<file path="src/rtl/rv32_alu_issue_pkg.sv">
// rv32_alu_issue_pkg -- shared constants and types for the RV32 ALU issue path.
//   ALU_*   : 4-bit ALU operation codes (also consumed by the ALU itself)
//   OPC_*   : RV32I major opcodes
//   buf_state_e : issue buffer occupancy (encoding equals entry count)
//   dec_entry_t : one decoded entry as it sits in the issue buffer
package rv32_alu_issue_pkg;

  localparam logic [3:0] ALU_ADD   = 4'b0000;
  localparam logic [3:0] ALU_SUB   = 4'b1000;
  localparam logic [3:0] ALU_SLL   = 4'b0001;
  localparam logic [3:0] ALU_SLT   = 4'b0010;
  localparam logic [3:0] ALU_SLTU  = 4'b1010;
  localparam logic [3:0] ALU_PASSB = 4'b0011;
  localparam logic [3:0] ALU_XOR   = 4'b0100;
  localparam logic [3:0] ALU_SRL   = 4'b0101;
  localparam logic [3:0] ALU_SRA   = 4'b1101;
  localparam logic [3:0] ALU_OR    = 4'b0110;
  localparam logic [3:0] ALU_AND   = 4'b0111;

  localparam logic [6:0] OPC_OP     = 7'b0110011;
  localparam logic [6:0] OPC_OPIMM  = 7'b0010011;
  localparam logic [6:0] OPC_LUI    = 7'b0110111;
  localparam logic [6:0] OPC_AUIPC  = 7'b0010111;
  localparam logic [6:0] OPC_LOAD   = 7'b0000011;
  localparam logic [6:0] OPC_STORE  = 7'b0100011;
  localparam logic [6:0] OPC_BRANCH = 7'b1100011;
  localparam logic [6:0] OPC_JAL    = 7'b1101111;
  localparam logic [6:0] OPC_JALR   = 7'b1100111;

  // Encoding doubles as the number of valid entries.
  typedef enum logic [1:0] {
    ST_EMPTY = 2'd0,
    ST_ONE   = 2'd1,
    ST_TWO   = 2'd2
  } buf_state_e;

  typedef struct packed {
    logic [31:0] da;
    logic [31:0] db;
    logic [3:0]  aluctr;
    logic [4:0]  rd;
    logic        illegal;
  } dec_entry_t;

  // Register/immediate arithmetic code from funct3; alt picks sub/sra.
  function automatic logic [3:0] alu_code(input logic [2:0] f3, input logic alt);
    logic [3:0] c;
    case (f3)
      3'b000:  c = alt ? ALU_SUB : ALU_ADD;
      3'b001:  c = ALU_SLL;
      3'b010:  c = ALU_SLT;
      3'b011:  c = ALU_SLTU;
      3'b100:  c = ALU_XOR;
      3'b101:  c = alt ? ALU_SRA : ALU_SRL;
      3'b110:  c = ALU_OR;
      default: c = ALU_AND;
    endcase
    return c;
  endfunction

endpackage

</file>
<file path="src/rtl/rv32_alu_decode.sv">
// rv32_alu_decode -- combinational RV32I decode into ALU operands/opcode.
//   instr, pc, rs1, rs2 : instruction word, its address, register operands
//   dec                 : decoded entry (da, db, aluctr, rd, illegal)
// Unsupported encodings produce illegal=1 with zero operands, add, rd=0.
module rv32_alu_decode
  import rv32_alu_issue_pkg::*;
(
  input  logic [31:0] instr,
  input  logic [31:0] pc,
  input  logic [31:0] rs1,
  input  logic [31:0] rs2,
  output dec_entry_t  dec
);

  logic [6:0]  opcode;
  logic [2:0]  f3;
  logic        f7b5;
  logic [4:0]  rd;
  logic [31:0] imm_i;
  logic [31:0] imm_s;
  logic [31:0] imm_u;

  assign opcode = instr[6:0];
  assign rd     = instr[11:7];
  assign f3     = instr[14:12];
  assign f7b5   = instr[30];
  assign imm_i  = {{20{instr[31]}}, instr[31:20]};
  assign imm_s  = {{20{instr[31]}}, instr[31:25], instr[11:7]};
  assign imm_u  = {instr[31:12], 12'b0};

  always_comb begin
    dec        = '0;
    dec.aluctr = ALU_ADD;
    case (opcode)
      OPC_OP: begin
        dec.da     = rs1;
        dec.db     = rs2;
        dec.aluctr = alu_code(f3, f7b5 & ((f3 == 3'b000) | (f3 == 3'b101)));
        dec.rd     = rd;
      end
      OPC_OPIMM: begin
        // instr[30] is immediate data for addi, so only srai uses it.
        dec.da     = rs1;
        dec.db     = imm_i;
        dec.aluctr = alu_code(f3, f7b5 & (f3 == 3'b101));
        dec.rd     = rd;
      end
      OPC_LUI: begin
        dec.db     = imm_u;
        dec.aluctr = ALU_PASSB;
        dec.rd     = rd;
      end
      OPC_AUIPC: begin
        dec.da = pc;
        dec.db = imm_u;
        dec.rd = rd;
      end
      OPC_LOAD: begin
        dec.da = rs1;
        dec.db = imm_i;
        dec.rd = rd;
      end
      OPC_STORE: begin
        dec.da = rs1;
        dec.db = imm_s;
      end
      OPC_BRANCH: begin
        case (f3)
          3'b000, 3'b001: begin dec.da = rs1; dec.db = rs2; dec.aluctr = ALU_SUB;  end
          3'b100, 3'b101: begin dec.da = rs1; dec.db = rs2; dec.aluctr = ALU_SLT;  end
          3'b110, 3'b111: begin dec.da = rs1; dec.db = rs2; dec.aluctr = ALU_SLTU; end
          default:        dec.illegal = 1'b1;
        endcase
      end
      OPC_JAL, OPC_JALR: begin
        // ALU computes the link value pc+4.
        dec.da = pc;
        dec.db = 32'd4;
        dec.rd = rd;
      end
      default: dec.illegal = 1'b1;
    endcase
  end

endmodule

</file>
<file path="src/rtl/rv32_alu_issue.sv">
// rv32_alu_issue -- decodes RV32I instructions and buffers up to two decoded
// entries in front of the ALU.
//   clk, rst_n        : clock, synchronous active-low reset
//   in_valid/in_ready : upstream handshake; in_instr, in_pc, in_rs1, in_rs2
//   out_valid/out_ready : ALU-side handshake; out_da, out_db, out_aluctr,
//                       out_rd, out_illegal describe the head entry
// Outputs come straight from the head register, so an entry accepted into an
// empty buffer appears one cycle later and stays stable under backpressure.
module rv32_alu_issue
  import rv32_alu_issue_pkg::*;
#(
  parameter int DEPTH = 2
) (
  input  logic        clk,
  input  logic        rst_n,
  input  logic        in_valid,
  output logic        in_ready,
  input  logic [31:0] in_instr,
  input  logic [31:0] in_pc,
  input  logic [31:0] in_rs1,
  input  logic [31:0] in_rs2,
  output logic        out_valid,
  input  logic        out_ready,
  output logic [31:0] out_da,
  output logic [31:0] out_db,
  output logic [3:0]  out_aluctr,
  output logic [4:0]  out_rd,
  output logic        out_illegal
);

  buf_state_e state_q, state_d;
  dec_entry_t head_q, head_d;
  dec_entry_t tail_q, tail_d;
  logic       in_ready_q, in_ready_d;
  dec_entry_t dec;
  logic       acc, drn;

  rv32_alu_decode u_decode (
    .instr (in_instr),
    .pc    (in_pc),
    .rs1   (in_rs1),
    .rs2   (in_rs2),
    .dec   (dec)
  );

  assign acc = in_valid & in_ready_q;
  assign drn = (state_q != ST_EMPTY) & out_ready;

  always_ff @(posedge clk) begin
    if (!rst_n) begin
      state_q    <= ST_EMPTY;
      head_q     <= '0;
      tail_q     <= '0;
      in_ready_q <= 1'b1;
    end else begin
      state_q    <= state_d;
      head_q     <= head_d;
      tail_q     <= tail_d;
      in_ready_q <= in_ready_d;
    end
  end

  always_comb begin
    state_d = state_q;
    head_d  = head_q;
    tail_d  = tail_q;
    case (state_q)
      ST_EMPTY: begin
        if (acc) begin
          head_d  = dec;
          state_d = ST_ONE;
        end
      end
      ST_ONE: begin
        case ({acc, drn})
          2'b10: begin tail_d = dec; state_d = ST_TWO;   end
          2'b01: begin head_d = '0;  state_d = ST_EMPTY; end
          2'b11: head_d = dec;
          default: ;
        endcase
      end
      ST_TWO: begin
        // in_ready is low here, so only a drain can happen.
        if (drn) begin
          head_d  = tail_q;
          tail_d  = '0;
          state_d = ST_ONE;
        end
      end
      default: state_d = ST_EMPTY;
    endcase
    // Registered ready: computed from next occupancy so it drops the cycle
    // the buffer becomes full.
    in_ready_d = int'(state_d) < DEPTH;
  end

  always_comb begin
    in_ready    = in_ready_q;
    out_valid   = (state_q != ST_EMPTY);
    out_da      = head_q.da;
    out_db      = head_q.db;
    out_aluctr  = head_q.aluctr;
    out_rd      = head_q.rd;
    out_illegal = head_q.illegal;
  end

endmodule

</file>
<file path="config.mk">
export PLATFORM = sky130hd
export DESIGN_NAME = rv32_alu_issue
export DESIGN_NICKNAME = d
export VERILOG_FILES = /design/src/rtl/rv32_alu_issue_pkg.sv /design/src/rtl/rv32_alu_decode.sv /design/src/rtl/rv32_alu_issue.sv
export SDC_FILE = /design/constraint.sdc
export NUM_CORES = 1
export LEC_CHECK = 0
export CORE_MARGIN = 8
export CORE_UTILIZATION = 38
export CTS_CLUSTER_DIAMETER = 120
export DETAILED_ROUTE_END_ITERATION = 6
export PLACE_DENSITY = 0.79
export SYNTH_ARGS = -nofsm -noshare
export SYNTH_HDL_FRONTEND = slang
export SYNTH_SLANG_ARGS = --single-unit
</file>
<file path="constraint.sdc">
create_clock -name clk -period 2.4 [get_ports clk]
set_input_delay 0.72 -clock clk [delete_from_list [all_inputs] [get_ports clk]]
set_output_delay 0.72 -clock clk [all_outputs]
set_load 0.01 [all_outputs]
</file>
==> metrics.yaml <==
status: "complete, but fails checks"
violations: "negative setup slack"
grt_pass1_vias: 7772
post-route-period-util: 1.000
root_buffer: "clkbuf_16"
grt_pass1_wl_mm: 42.09
die_area_sq_um: 23640
fmax_ghz: 0.4165
p_per_area_nw_per_um2: 648.1
final_util: 0.5958
post-dp-hpwl_mm: 18.86
post_dp_cell_area_sq_um: 10190
finClkSkew_ps: 7.889
ys_ff_latch: 151
htreeDepth: 4
r2r-end: "out_db[20]$_SDFFE_PN0P_"
rrSetupSlack_ps: 210
critPathKind: "in -> reg"
wl_per_cell_um: 20.66
cts_buffers: 17
period_needed_ps: 2401
drc: 0
place_congestion: 0.9206
cp_slowest_cell: "clkdlybuf4s50_1"
areaGrowthSynthToFinish_pct: 54.03
cp-start-kind: "primary input"
grt_max_degree: 41
io_pins: 208
ir_drop_mv: 0.5699
num_vias: 7864
core_area_sq_um: 18640
critPathCapture: "tail_q[13]$_SDFFE_PN0P_"
layout-drive-gt1-share: 0.1558
crit_path_end_kind: "register"
final_nets: 1216
p_leak_nw: 4.172
yosysMostFrequentCell: "dfxtp_1"
worstMarginPinSlew_ps: 583.3
pwr-share-clk: 0.416
synth.avg_cell_area_sq_um: 8.658
ys_types: 47
hold_violations: 0
post-place-ws_ps: -435.3
drt_iter0_markers: 510
slew_violations: 0
die_y_um: 153.8
crit_path_max_incr_delay_ps: 490
syn_inst: 833
clk_pin_slew_worst_paths_ps: 60
reg2reg_from: "state_q[1]$_SDFF_PN0_"
path_cells: "clkdlybuf4s50_1 > buf_4 > ha_1 > nor3_2 > o31a_1 > nor2_2 > buf_6 > a22oi_1 > o2bb2ai_1"
synth_top_area_share: 0.4192
clock_sinks: 151
cp.required_ps: 2750
via_per_inst: 5.953
cts_buffer_depth: 2
initial_utilization: 0.3868
synth_edf_count: 0
tns_ps: -0.9319
io_buffer_count: 207
fin_area_sq_um: 11110
clock_latency_ps: 430
cts_tree: "built"
holdWs_ps: 458.5
r2r_cells: 10
drv_cap: 0
synth_top_area_cell: "dfxtp_1"
wirelength_mm: 27.29
cp_max_fo: 17
slew_headroom: 0.6070
fillers: 1642
die_w_um: 153.8
swShare: 0.2697
critical_path_depth: 9
critPathLaunch: "in_instr[13]"
core.rowCount: 50
finalSetupViolCount: 1
pwr-share-comb: 0.214
postRouteAntennaNets: 0
rsz0062_at_grt: "true"
p_switching_mw: 1.942
yosysWarnings: 0
sequentialPowerShare: 0.370
setup_ws_ps: -0.9319
intPower_mw: 5.258
grt_usage: 0.2191
hp-class: "reg -> reg"
path_buf_inv: 3
critPathTopFamily: "buffers and inverters"
synth_common_cells: "dfxtp_1, a21oi_1, nand2_1"
grt-ovfl-total: 0
antenna_found_initial: 3
synth_area_leaders: "dfxtp_1, a22oi_1, a21oi_1"
synth_seq_area_share: 0.4192
firstDrtPassIters: 6
synth_flop_cell: "dfxtp_1"
synth_nets: 976
syn-cell-area_sq_um: 7212
async_flop_share: 0
worstPathArrival_ps: 2750
[cell type report]
| cell class | instances | area [sq um] | share of cell area |
|---|---|---|---|
| tap | 234 | 292.8 | 0.02636 |
| clock buffer | 17 | 425.4 | 0.03830 |
| inverter | 12 | 45.04 | 0.004055 |
| antenna | 2 | 5.005 | 0.0004506 |
| sequential | 151 | 3024 | 0.2722 |
| timing repair buffer | 303 | 3109 | 0.2799 |
| multi-input combinational | 588 | 3984 | 0.3586 |
| clock inverter | 14 | 222.7 | 0.02005 |
[per-stage QoR]
step | power, mW | std cells
floorplan | 3.308 | 833
global placement | 4.193 | 1281
detailed placement | 4.206 | 1281
CTS | 7.185 | 1312
global route | 7.454 | 1321
finish | 7.200 | 1321
[cell families (layout without fill, tap and decap cells)]
| group | count (synthesis) | after routing | synth area share |
|---|---|---|---|
| compound gates | 364 | 364 | 0.3395 |
| fa+ha+maj | 11 | 11 | 0.01908 |
| buf+inv | 94 | 346 | 0.05239 |
| flops | 151 | 151 | 0.4192 |
| mux | 34 | 34 | 0.04719 |
| other cells | 0 | 2 | 0 |
| simple gates | 179 | 179 | 0.1227 |
[flip-flops by register name, summed over array words and instances (netlist names)]
signal	count
in_ready	1
out_aluctr	4
out_illegal	1
out_rd	5
state_q	2
out_db	32
out_da	32
tail_q	74
[cell usage in the layout, fill, tap and decap left out, types with 5 or more instances in the layout]
cell type,netlist,layout
clkdlybuf4s50_1,0,205
dfxtp_1,151,150
a21oi_1,99,97
nand2_1,78,77
buf_4,3,67
a22oi_1,71,61
o21ai_0,47,47
o22ai_1,41,41
and3_1,34,34
mux2i_1,34,34
o2bb2ai_1,28,28
a221oi_1,32,25
buf_12,0,20
clkbuf_16,0,19
nor2_1,22,18
a21o_1,13,13
a32oi_1,12,12
inv_1,11,11
a22oi_2,0,10
ha_1,11,10
and2_1,9,7
a221oi_2,0,7
nand2b_1,7,6
a221o_1,6,6
buf_6,0,6
clkinvlp_4,0,5
bufinv_16,0,5
[how the worst min path moves through the flow]
stage	startpoint	end	slack (ps)	cells past startpoint
6_report	tail_q[21]$_SDFFE_PN0P_	tail_q[21]$_SDFFE_PN0P_	460	1
4_1_cts	tail_q[21]$_SDFFE_PN0P_	tail_q[21]$_SDFFE_PN0P_	460	1
3_3_place_gp	tail_q[21]$_SDFFE_PN0P_	tail_q[21]$_SDFFE_PN0P_	440	1
3_5_place_dp	tail_q[12]$_SDFFE_PN0P_	tail_q[12]$_SDFFE_PN0P_	440	1
5_1_grt	tail_q[21]$_SDFFE_PN0P_	tail_q[21]$_SDFFE_PN0P_	470	1
2_1_floorplan	tail_q[12]$_SDFFE_PN0P_	tail_q[12]$_SDFFE_PN0P_	420	1
[repair_timing]
action / CTS / global route
resized for setup: 1 / 45
buffers inserted: 0 / 4
hold buffers: 0 / 0
pin swaps: 0 / 7
gates cloned: 0 / 3
endpoints found under the setup margin: 2 / 115
[power by group through the flow]
stage	Clock (mW)	Combinational (mW)	Sequential, mW
floorplan	0	0.551	2.76
global placement	0	1.48	2.72
detailed placement	0	1.49	2.72
CTS	3.02	1.50	2.66
global route	3.14	1.64	2.67
finish	3.00	1.54	2.66
[layer usage]
| layer | vias up | wire length, um | GRT usage |
|---|---|---|---|
| met2 | 398 | 12870 | 0.3543 |
| met1 | 3761 | 11150 | 0.2630 |
| met3 | 57 | 2415 | 0.06951 |
| li1 | 3646 | - | - |
| met4 | 2 | 840 | 0.09613 |
| met5 | - | 13 | 0 |
Power figures use the tool's default switching activity.
